$ cat config.mk
export PLATFORM = sky130hd
export DESIGN_NAME = if_fetch_stage
export DESIGN_NICKNAME = d
export VERILOG_FILES = /design/src/rtl/if_fetch_stage.sv
export SDC_FILE = /design/constraint.sdc
export NUM_CORES = 1
export LEC_CHECK = 0
export ABC_AREA = 1
export CORE_AREA = 3 3 195 197
export CTS_BUF_LIST = sky130_fd_sc_hd__clkbuf_8
export DETAILED_ROUTE_END_ITERATION = 8
export DIE_AREA = 0 0 198 200
export HOLD_SLACK_MARGIN = 0.05
export PLACE_DENSITY = 0.78
export SETUP_SLACK_MARGIN = 0.4
export SLEW_MARGIN = 25
export SYNTH_ARGS = -nofsm -noshare
export SYNTH_HDL_FRONTEND = slang
export SYNTH_SLANG_ARGS = --single-unit
$ cat constraint.sdc
create_clock -name clk -period 4.4 [get_ports clk]
set_clock_uncertainty 0.1 [all_clocks]
set_input_delay 0.88 -clock clk [delete_from_list [all_inputs] [get_ports clk]]
set_output_delay 0.88 -clock clk [all_outputs]
set_load 0.02 [all_outputs]
$ cat src/rtl/if_fetch_stage.sv
// Instruction-fetch front end: holds the fetch PC, issues credit-limited word requests,
// buffers in-order responses and drives the IF/ID register with redirect/stall handling.
module if_fetch_stage #(
    parameter logic [31:0] RESET_PC = 32'h0000_0000,
    parameter int          DEPTH    = 4,
    parameter logic [31:0] NOP_INST = 32'h0000_0013
) (
    input  logic        clk,
    input  logic        reset,
    output logic        imem_req_valid,
    input  logic        imem_req_ready,
    output logic [31:0] imem_req_addr,
    input  logic        imem_resp_valid,
    input  logic [31:0] imem_resp_data,
    input  logic        stall,
    input  logic        br,
    input  logic [31:0] branch_addr,
    output logic [31:0] pc,
    output logic [31:0] inst,
    output logic        if_valid
);

    localparam int PW = (DEPTH > 1) ? $clog2(DEPTH) : 1;
    localparam int CW = $clog2(DEPTH + 1);

    typedef logic [CW-1:0] cnt_t;
    typedef logic [PW-1:0] ptr_t;

    logic [31:0] fetch_pc_q, fetch_pc_d;
    cnt_t        out_q, out_d, disc_q, disc_d, fcnt_q, fcnt_d;
    ptr_t        aq_wr_q, aq_wr_d, aq_rd_q, aq_rd_d;
    ptr_t        f_wr_q, f_wr_d, f_rd_q, f_rd_d;
    logic [31:0] pc_q, pc_d, inst_q, inst_d;
    logic        vld_q, vld_d;

    logic [31:0] aq_mem [DEPTH];
    logic [63:0] f_mem  [DEPTH];

    logic        redirect, credit_ok, req_fire, resp_fire, resp_drop, resp_keep, pop;
    logic [CW:0] occupancy;

    function automatic ptr_t ptr_inc(input ptr_t p);
        return (p == ptr_t'(DEPTH - 1)) ? '0 : p + ptr_t'(1);
    endfunction

    // Credit covers both in-flight requests and buffered words, so the FIFO never overflows.
    assign occupancy      = {1'b0, out_q} + {1'b0, fcnt_q};
    assign credit_ok      = occupancy < (CW + 1)'(DEPTH);
    assign redirect       = br & ~stall;
    assign imem_req_valid = reset & credit_ok & ~redirect;
    assign imem_req_addr  = fetch_pc_q;
    assign req_fire       = imem_req_valid & imem_req_ready;
    assign resp_fire      = imem_resp_valid & (out_q != '0);
    assign resp_drop      = resp_fire & (disc_q != '0);
    assign resp_keep      = resp_fire & (disc_q == '0);
    assign pop            = ~redirect & ~stall & (fcnt_q != '0);

    assign pc       = pc_q;
    assign inst     = inst_q;
    assign if_valid = vld_q;

    always_comb begin
        fetch_pc_d = fetch_pc_q;
        out_d      = out_q;
        disc_d     = disc_q;
        fcnt_d     = fcnt_q;
        aq_wr_d    = aq_wr_q;
        aq_rd_d    = aq_rd_q;
        f_wr_d     = f_wr_q;
        f_rd_d     = f_rd_q;
        pc_d       = pc_q;
        inst_d     = inst_q;
        vld_d      = vld_q;
        if (redirect) begin
            fetch_pc_d = branch_addr & 32'hFFFF_FFFC;
            // Every response still in flight after this edge belongs to the old path.
            out_d      = out_q - cnt_t'(resp_fire);
            disc_d     = out_q - cnt_t'(resp_fire);
            fcnt_d     = '0;
            aq_wr_d    = '0;
            aq_rd_d    = '0;
            f_wr_d     = '0;
            f_rd_d     = '0;
            pc_d       = '0;
            inst_d     = NOP_INST;
            vld_d      = 1'b0;
        end else begin
            if (req_fire) begin
                fetch_pc_d = fetch_pc_q + 32'd4;
                aq_wr_d    = ptr_inc(aq_wr_q);
            end
            out_d = out_q + cnt_t'(req_fire) - cnt_t'(resp_fire);
            if (resp_drop) begin
                disc_d = disc_q - cnt_t'(1);
            end
            if (resp_keep) begin
                aq_rd_d = ptr_inc(aq_rd_q);
                f_wr_d  = ptr_inc(f_wr_q);
            end
            if (pop) begin
                f_rd_d = ptr_inc(f_rd_q);
            end
            fcnt_d = fcnt_q + cnt_t'(resp_keep) - cnt_t'(pop);
            if (!stall) begin
                if (pop) begin
                    {pc_d, inst_d} = f_mem[f_rd_q];
                    vld_d          = 1'b1;
                end else begin
                    pc_d   = '0;
                    inst_d = NOP_INST;
                    vld_d  = 1'b0;
                end
            end
        end
    end

    always_ff @(posedge clk or negedge reset) begin
        if (!reset) begin
            fetch_pc_q <= RESET_PC;
            out_q      <= '0;
            disc_q     <= '0;
            fcnt_q     <= '0;
            aq_wr_q    <= '0;
            aq_rd_q    <= '0;
            f_wr_q     <= '0;
            f_rd_q     <= '0;
            pc_q       <= '0;
            inst_q     <= NOP_INST;
            vld_q      <= 1'b0;
        end else begin
            fetch_pc_q <= fetch_pc_d;
            out_q      <= out_d;
            disc_q     <= disc_d;
            fcnt_q     <= fcnt_d;
            aq_wr_q    <= aq_wr_d;
            aq_rd_q    <= aq_rd_d;
            f_wr_q     <= f_wr_d;
            f_rd_q     <= f_rd_d;
            pc_q       <= pc_d;
            inst_q     <= inst_d;
            vld_q      <= vld_d;
        end
    end

    // Storage arrays carry no reset; validity is tracked by the pointers and counts above.
    always_ff @(posedge clk) begin
        if (req_fire) begin
            aq_mem[aq_wr_q] <= fetch_pc_q;
        end
        if (resp_keep && !redirect) begin
            f_mem[f_wr_q] <= {aq_mem[aq_rd_q], imem_resp_data};
        end
    end

endmodule

==> key figures, run 1 <==
Worst setup path
  – CP Buf/Inv Count: 2
  – Worst path max stage delay: 0.64 ns
  – Worst EP arrival: 2.48 ns
  – WP depth: 5
  – Crit path kind: in -> out
  – Reg2reg setup slack: 1.66 ns
  – Crit-path slowest cell: clkdlybuf4s50_1
  – Crit-path cells: clkdlybuf4s50_1 -> nand2_4 -> nand2_2 -> nor2_4 -> clkdlybuf4s50_1
  – Critical path's top delay family: buffers and inverters
  – Crit path top cell by count: clkdlybuf4s50_1
  – Crit. End Element: primary output
  – R2r endpoint: f_mem[1][6]
  – Crit path max fanout: 5
  – Reg2Reg Depth: 7
  – Startpoint types: input pin
  – Worst R2R Start: out_q[1]
  – CP required: 3.42 ns

Yosys
  – Yosys cell types: 35
  – Mapped Area: 19600 um^2
  – Syn_area_per_cell: 11.1 um^2
  – Post-synth EDFFs: 368
  – Ys async rst share: 23.2%
  – Synth warn: 0
  – Number of synthesized register bits: 479
  – Sequential-to-total area share from yosys stat: 70.5%
  – Largest cells by area after synthesis: edfxtp_1 56%, dfrtp_1 14%, nand2_1 7.8%
  – Area share of the largest cell type after synthesis: 56.4%
  – Most common flop cell mapped by yosys: edfxtp_1
  – Synthesized instance count: 1767
  – Cell taking the most area after synthesis: edfxtp_1

Global routing
  – Largest net degree at the start of global routing: 115
  – Grt peak-use layer: met2
  – Gr ovfl total: 0
  – Global-route wire length before repair: 68900 um
  – Vias in the first global route: 13.7k
  – Gr usage total: 22.0%
  – M2 GR Usage: 36.4%
  – Initial antenna violation count: 0
  – Met1 global-route usage: 29.6%
  – M3 GR Usage: 4.03%

Layout
  – Fin cells: 2475
  – Area of the multi-input gates: 4940 um^2
  – Ratio of cells with drive above 1 in the final layout: 7.87%
  – Commonest non-fill, non-tap cells in the layout: 409 x nand2_1, 368 x edfxtp_1, 176 x nor2_1
  – Final nets: 2037
  – Fill cells: 2703
  – Design Area, Final: 23200 um^2
  – Commonest non-fill, non-tap cell in the layout: nand2_1
  – Inserted Diodes: 0
  – Reg area: 13800 um^2
  – Area Growth Syn to Fin: 18.4%

Clocking
  – Post-CTS Hold Fix Bufs: 0
  – Postcts setup bufs: 0
  – Root buf cell: clkbuf_8
  – Clock sink total: 479
  – CTS clk-pin slew, worst paths: 0.06 ns
  – Clock buffer depth: 3
  – PostCTS Resize Cnt: 0
  – CTS tree: done
  – Total CTS buffers: 76
  – CTS H-tree lvls: 3
  – Worst skew pair latency: 0.60 ns

Placed design
  – Hpwl dp: 25700 um
  – I/O Buffers: 163
  – Placed cell area: 21700 um^2
  – Dpl ws: 0.770 ns
  – GPL Wtd Cong: 0.876
  – Placed Cells: 2334

Timing
  – Setup violators final: 0
  – Final cycle utilization of the critical path: 78.7%
  – Period minus WS final: 3.46 ns
  – Fin. max-slew vios: 0
  – RSZ-0062 raised after global routing: no
  – Final WS setup: 0.936 ns
  – Slew HR: 29.1%
  – Hold_ws: 0.333 ns
  – Final Hold Viols: 0
  – FMAX: 0.289 GHz
  – Slew @ Worst Pin: 1.06 ns

Power and ir drop
  – P_int: 9.32 mW
  – Combinational power share: 28.4%
  – Pwr Density: 617 nW/um^2
  – Net Sw Power: 5.00 mW
  – Maximum vdd drop: 0.375 mV
  – Clock power share: 26.1%
  – Total Power: 14.3 mW
  – Leak Pwr: 9.28 nW
  – Switching fraction of total power: 34.9%
  – Reg power frac: 45.5%

Die
  – Core area: 36400 um^2
  – Die area: 39600 um^2
  – Io pins: 168
  – DIE HEIGHT: 200 um
  – Initial Utilization: 53.8%
  – Die Span X: 198 um
  – Rows: 70

Route
  – Routed WL: 43200 um
  – ANT nets after route: 0
  – Routed wire per std cell: 17.4 um
  – Remaining DRCs: 0
  – Via count: 13.6k
  – Via-per-instance ratio: 5.49
  – DR pass1 iterations: 5
  – Iter 0 DRT Violations: 1135

Hold path
  – Hold WC Path Type: in -> async

Run status
  – Status: finished, final reports clean

Job
  – Maxcap violations: 0
==> power by group through the flow <==
| stage | clock network (mW) | registers [mW] | logic [mW] |
|---|---|---|---|
| 2_1_floorplan | 0 | 6.69 | 2.28 |
| 3_3_place_gp | 0 | 6.55 | 3.91 |
| 3_5_place_dp | 0 | 6.58 | 4.07 |
| 4_1_cts | 3.81 | 6.50 | 4.10 |
| 5_1_grt | 4.01 | 6.60 | 4.56 |
| 6_report | 3.73 | 6.51 | 4.07 |
==> logic make-up (layout without fill, tap and decap cells) <==
group                    after synthesis  count (layout)  share of synthesized area [%]
flip-flops                           479             479                           70.5
buffers and inverters                220             459                           4.49
AND/OR/NAND/NOR                      776             776                           16.3
adder cells (fa/ha/maj)               23              23                           1.54
other                                  1               2                         0.0191
XOR/XNOR                               2               2                         0.0893
AO/OA/AOI/OAI                        266             266                           7.07
==> metal layers <==
metal / routed length, um / vias to the layer above
li1: - / 6398
met1: 17900 / 6540
met2: 20700 / 574
met3: 3610 / 87
met4: 986 / 0
met5: 0 / -
==> cell type report <==
| cell class | instances | area share (%) |
|---|---|---|
| clock inverters | 54 | 1.46 |
| flip-flops and latches | 479 | 59.6 |
| inverters | 131 | 2.12 |
| repair buffers | 187 | 7.86 |
| multi-input cells | 1069 | 21.3 |
| well taps | 468 | 2.52 |
| clock buffers | 87 | 5.16 |
==> synth_stat cells (4+ instances only) <==
library cell  number
a21oi_1           63
a31oi_1            8
buf_1             11
buf_2             17
buf_4              5
clkbuf_1          54
dfrtp_1          108
edfxtp_1         368
ha_1              21
inv_1            127
nand2_1          409
nand3_1          163
nand4_1            4
nor2_1           184
o21ai_0          160
o22ai_1           30
or2_2              6
==> through the flow <==
| step | TNS (ns) | util [%] |
|---|---|---|
| 2_1_floorplan | -100.42 | - |
| 3_3_place_gp | 0 | 59.5 |
| 3_5_place_dp | 0 | 59.5 |
| 4_1_cts | 0 | 63.7 |
| 5_1_grt | 0 | 63.7 |
| 6_report | 0 | 63.7 |
==> sequential cells by signal, summed over array words and instances, names as in the netlist <==
signal and flops:
aq_mem 120, aq_rd_q 2, aq_wr_q 2, disc_q 3, f_mem 248, f_rd_q 2, f_wr_q 2, fcnt_q 3
if_valid 1, imem_req_addr 30, inst 32, out_q 3, pc 31
==> worst max path at each step <==
stage                     slack [ns]              to             from
after floorplan                -0.40     f_mem[0][0]  imem_resp_valid
after global placement          0.81     f_mem[1][8]  imem_resp_valid
after detailed placement        0.77     f_mem[0][8]  imem_resp_valid
after CTS                       0.97  imem_req_valid               br
after global routing            0.91  imem_req_valid               br
final                           0.94  imem_req_valid               br
(Power assumes the default switching activity.)
==> run 2, diff against run 1 <==
clock period = 3.1 ns   (was 4.4 ns; I/O delays follow)
==> key figures, run 2 (synthesized netlist as in run 1, its figures left out) <==
Timing
  – Slew @ Worst Pin: 0.875 ns
  – Final Hold Viols: 0
  – Fin. max-slew vios: 0
  – Setup TNS: 0 ns
  – Setup violators final: 0
  – Final WS setup: 0.486 ns
  – Period minus WS final: 2.61 ns
  – Final cycle utilization of the critical path: 84.3%
  – FMAX: 0.383 GHz
  – Slew HR: 41.7%
  – RSZ-0062 raised after global routing: no
  – Hold_ws: 0.0787 ns

Placed design
  – I/O Buffers: 163
  – GPL Wtd Cong: 0.833
  – Hpwl dp: 25600 um
  – Dpl ws: 0.146 ns
  – Placed Cells: 2340

Layout
  – Inserted Diodes: 0
  – Commonest non-fill, non-tap cells in the layout: 409 x nand2_1, 368 x edfxtp_1, 175 x nor2_1
  – Max reg flops: 248
  – Post-route core utilization: 64.0%
  – Fin cells: 2481
  – Fill cells: 2733
  – Area Growth Syn to Fin: 19.0%
  – Commonest non-fill, non-tap cell in the layout: nand2_1
  – Largest Register: f_mem
  – Ratio of cells with drive above 1 in the final layout: 8.64%
  – Final nets: 2043

Clocking
  – CTS tree: done
  – Clock buffer depth: 3
  – Total CTS buffers: 76
  – Postcts setup bufs: 0
  – Worst skew pair latency: 0.60 ns
  – Root buf cell: clkbuf_8
  – CTS clk-pin slew, worst paths: 0.06 ns
  – CTS H-tree lvls: 3
  – Clock sink total: 479

Die
  – Rows: 70
  – Io pins: 168
  – Die area: 39600 um^2
  – Core area: 36400 um^2
  – Initial Utilization: 53.8%
  – Die Span X: 198 um
  – DIE HEIGHT: 200 um

Global routing
  – Largest net degree at the start of global routing: 187
  – Global-route wire length before repair: 69200 um
  – Initial antenna violation count: 0
  – Gr ovfl total: 0
  – Vias in the first global route: 13.5k
  – Gr usage total: 22.1%

Worst setup path
  – CP Buf/Inv Count: 1
  – Crit path kind: reg -> out
  – Crit-path slowest cell: clkdlybuf4s50_1
  – Critical path's top delay family: buffers and inverters
  – Worst EP arrival: 1.89 ns
  – Crit. End Element: primary output
  – CP required: 2.38 ns
  – Startpoint types: flop
  – Crit path max fanout: 9
  – Crit-path cells: clkdlybuf4s50_1
  – Worst path max stage delay: 0.69 ns

Hold path
  – Hold WC Path Type: in -> async

Power and ir drop
  – Maximum vdd drop: 0.540 mV
  – Pwr Density: 863 nW/um^2
  – Leak Pwr: 9.31 nW

Job
  – Maxcap violations: 0

Route
  – Routed wire per std cell: 17.4 um
  – Routed WL: 43200 um
  – DR pass1 iterations: 5
  – Iter 0 DRT Violations: 882
  – Remaining DRCs: 0
  – Via-per-instance ratio: 5.38
  – Via count: 13.4k
  – ANT nets after route: 0

Run status
  – Status: finished, final reports clean
==> run 2: final cells by class <==
class | count | area (um^2) | area share (%)
timing repair buffer | 193 | 2010 | 8.61
sequential | 479 | 13800 | 59.3
clock inverter | 55 | 268 | 1.15
multi-input combinational | 1069 | 4960 | 21.2
inverter | 131 | 494 | 2.12
tap | 468 | 586 | 2.51
clock buffer | 86 | 1180 | 5.07
==> run 2: final timing paths <==
| kind | start | end | slack, ns | depth (start not counted) |
|---|---|---|---|---|
| max | imem_req_addr[14] | imem_req_addr[14] | 0.49 | 1 |
| min | reset | inst[18] | 0.08 | 2 |
| max reg2reg | out_q[2] | out_q[2] | 0.59 | 11 |
| min reg2reg | inst[2] | inst[2] | 0.38 | 2 |
| max in group asynchronous | reset | imem_req_addr[4] | 2.24 | 2 |
| min in group clk | stall | inst[1] | 0.35 | 4 |
==> run 2: routing by layer <==
metal	share of wire [%]	track usage (%)	up-vias	wire (um)
met4	2.2	7.26	0	945
met5	0	0	-	0
met1	41	29.7	6340	17800
met2	48	36.8	527	20500
li1	-	-	6405	-
met3	9.0	4.53	83	3870
==> run 2: stage by stage <==
step                instance area (um^2)  total power, mW
global placement                   21900             15.0
finish                             23300             20.1
CTS                                23300             20.3
detailed placement                 21900             15.2
global route                       23300             21.4
floorplan                          19700             12.7
==> run 2: timing repair <==
action / 4_1_cts / 5_1_grt
endpoints found under the setup margin: 1 / 2
resized for setup: 4 / 3
hold buffers: 0 / 0
==> run 2: report_power, final <==
| group | internal (mW) | switching [mW] |
|---|---|---|
| registers | 8.23 | 0.860 |
| clock network | 2.64 | 2.38 |
| logic | 2.18 | 3.85 |
| total | 13.0 | 7.09 |
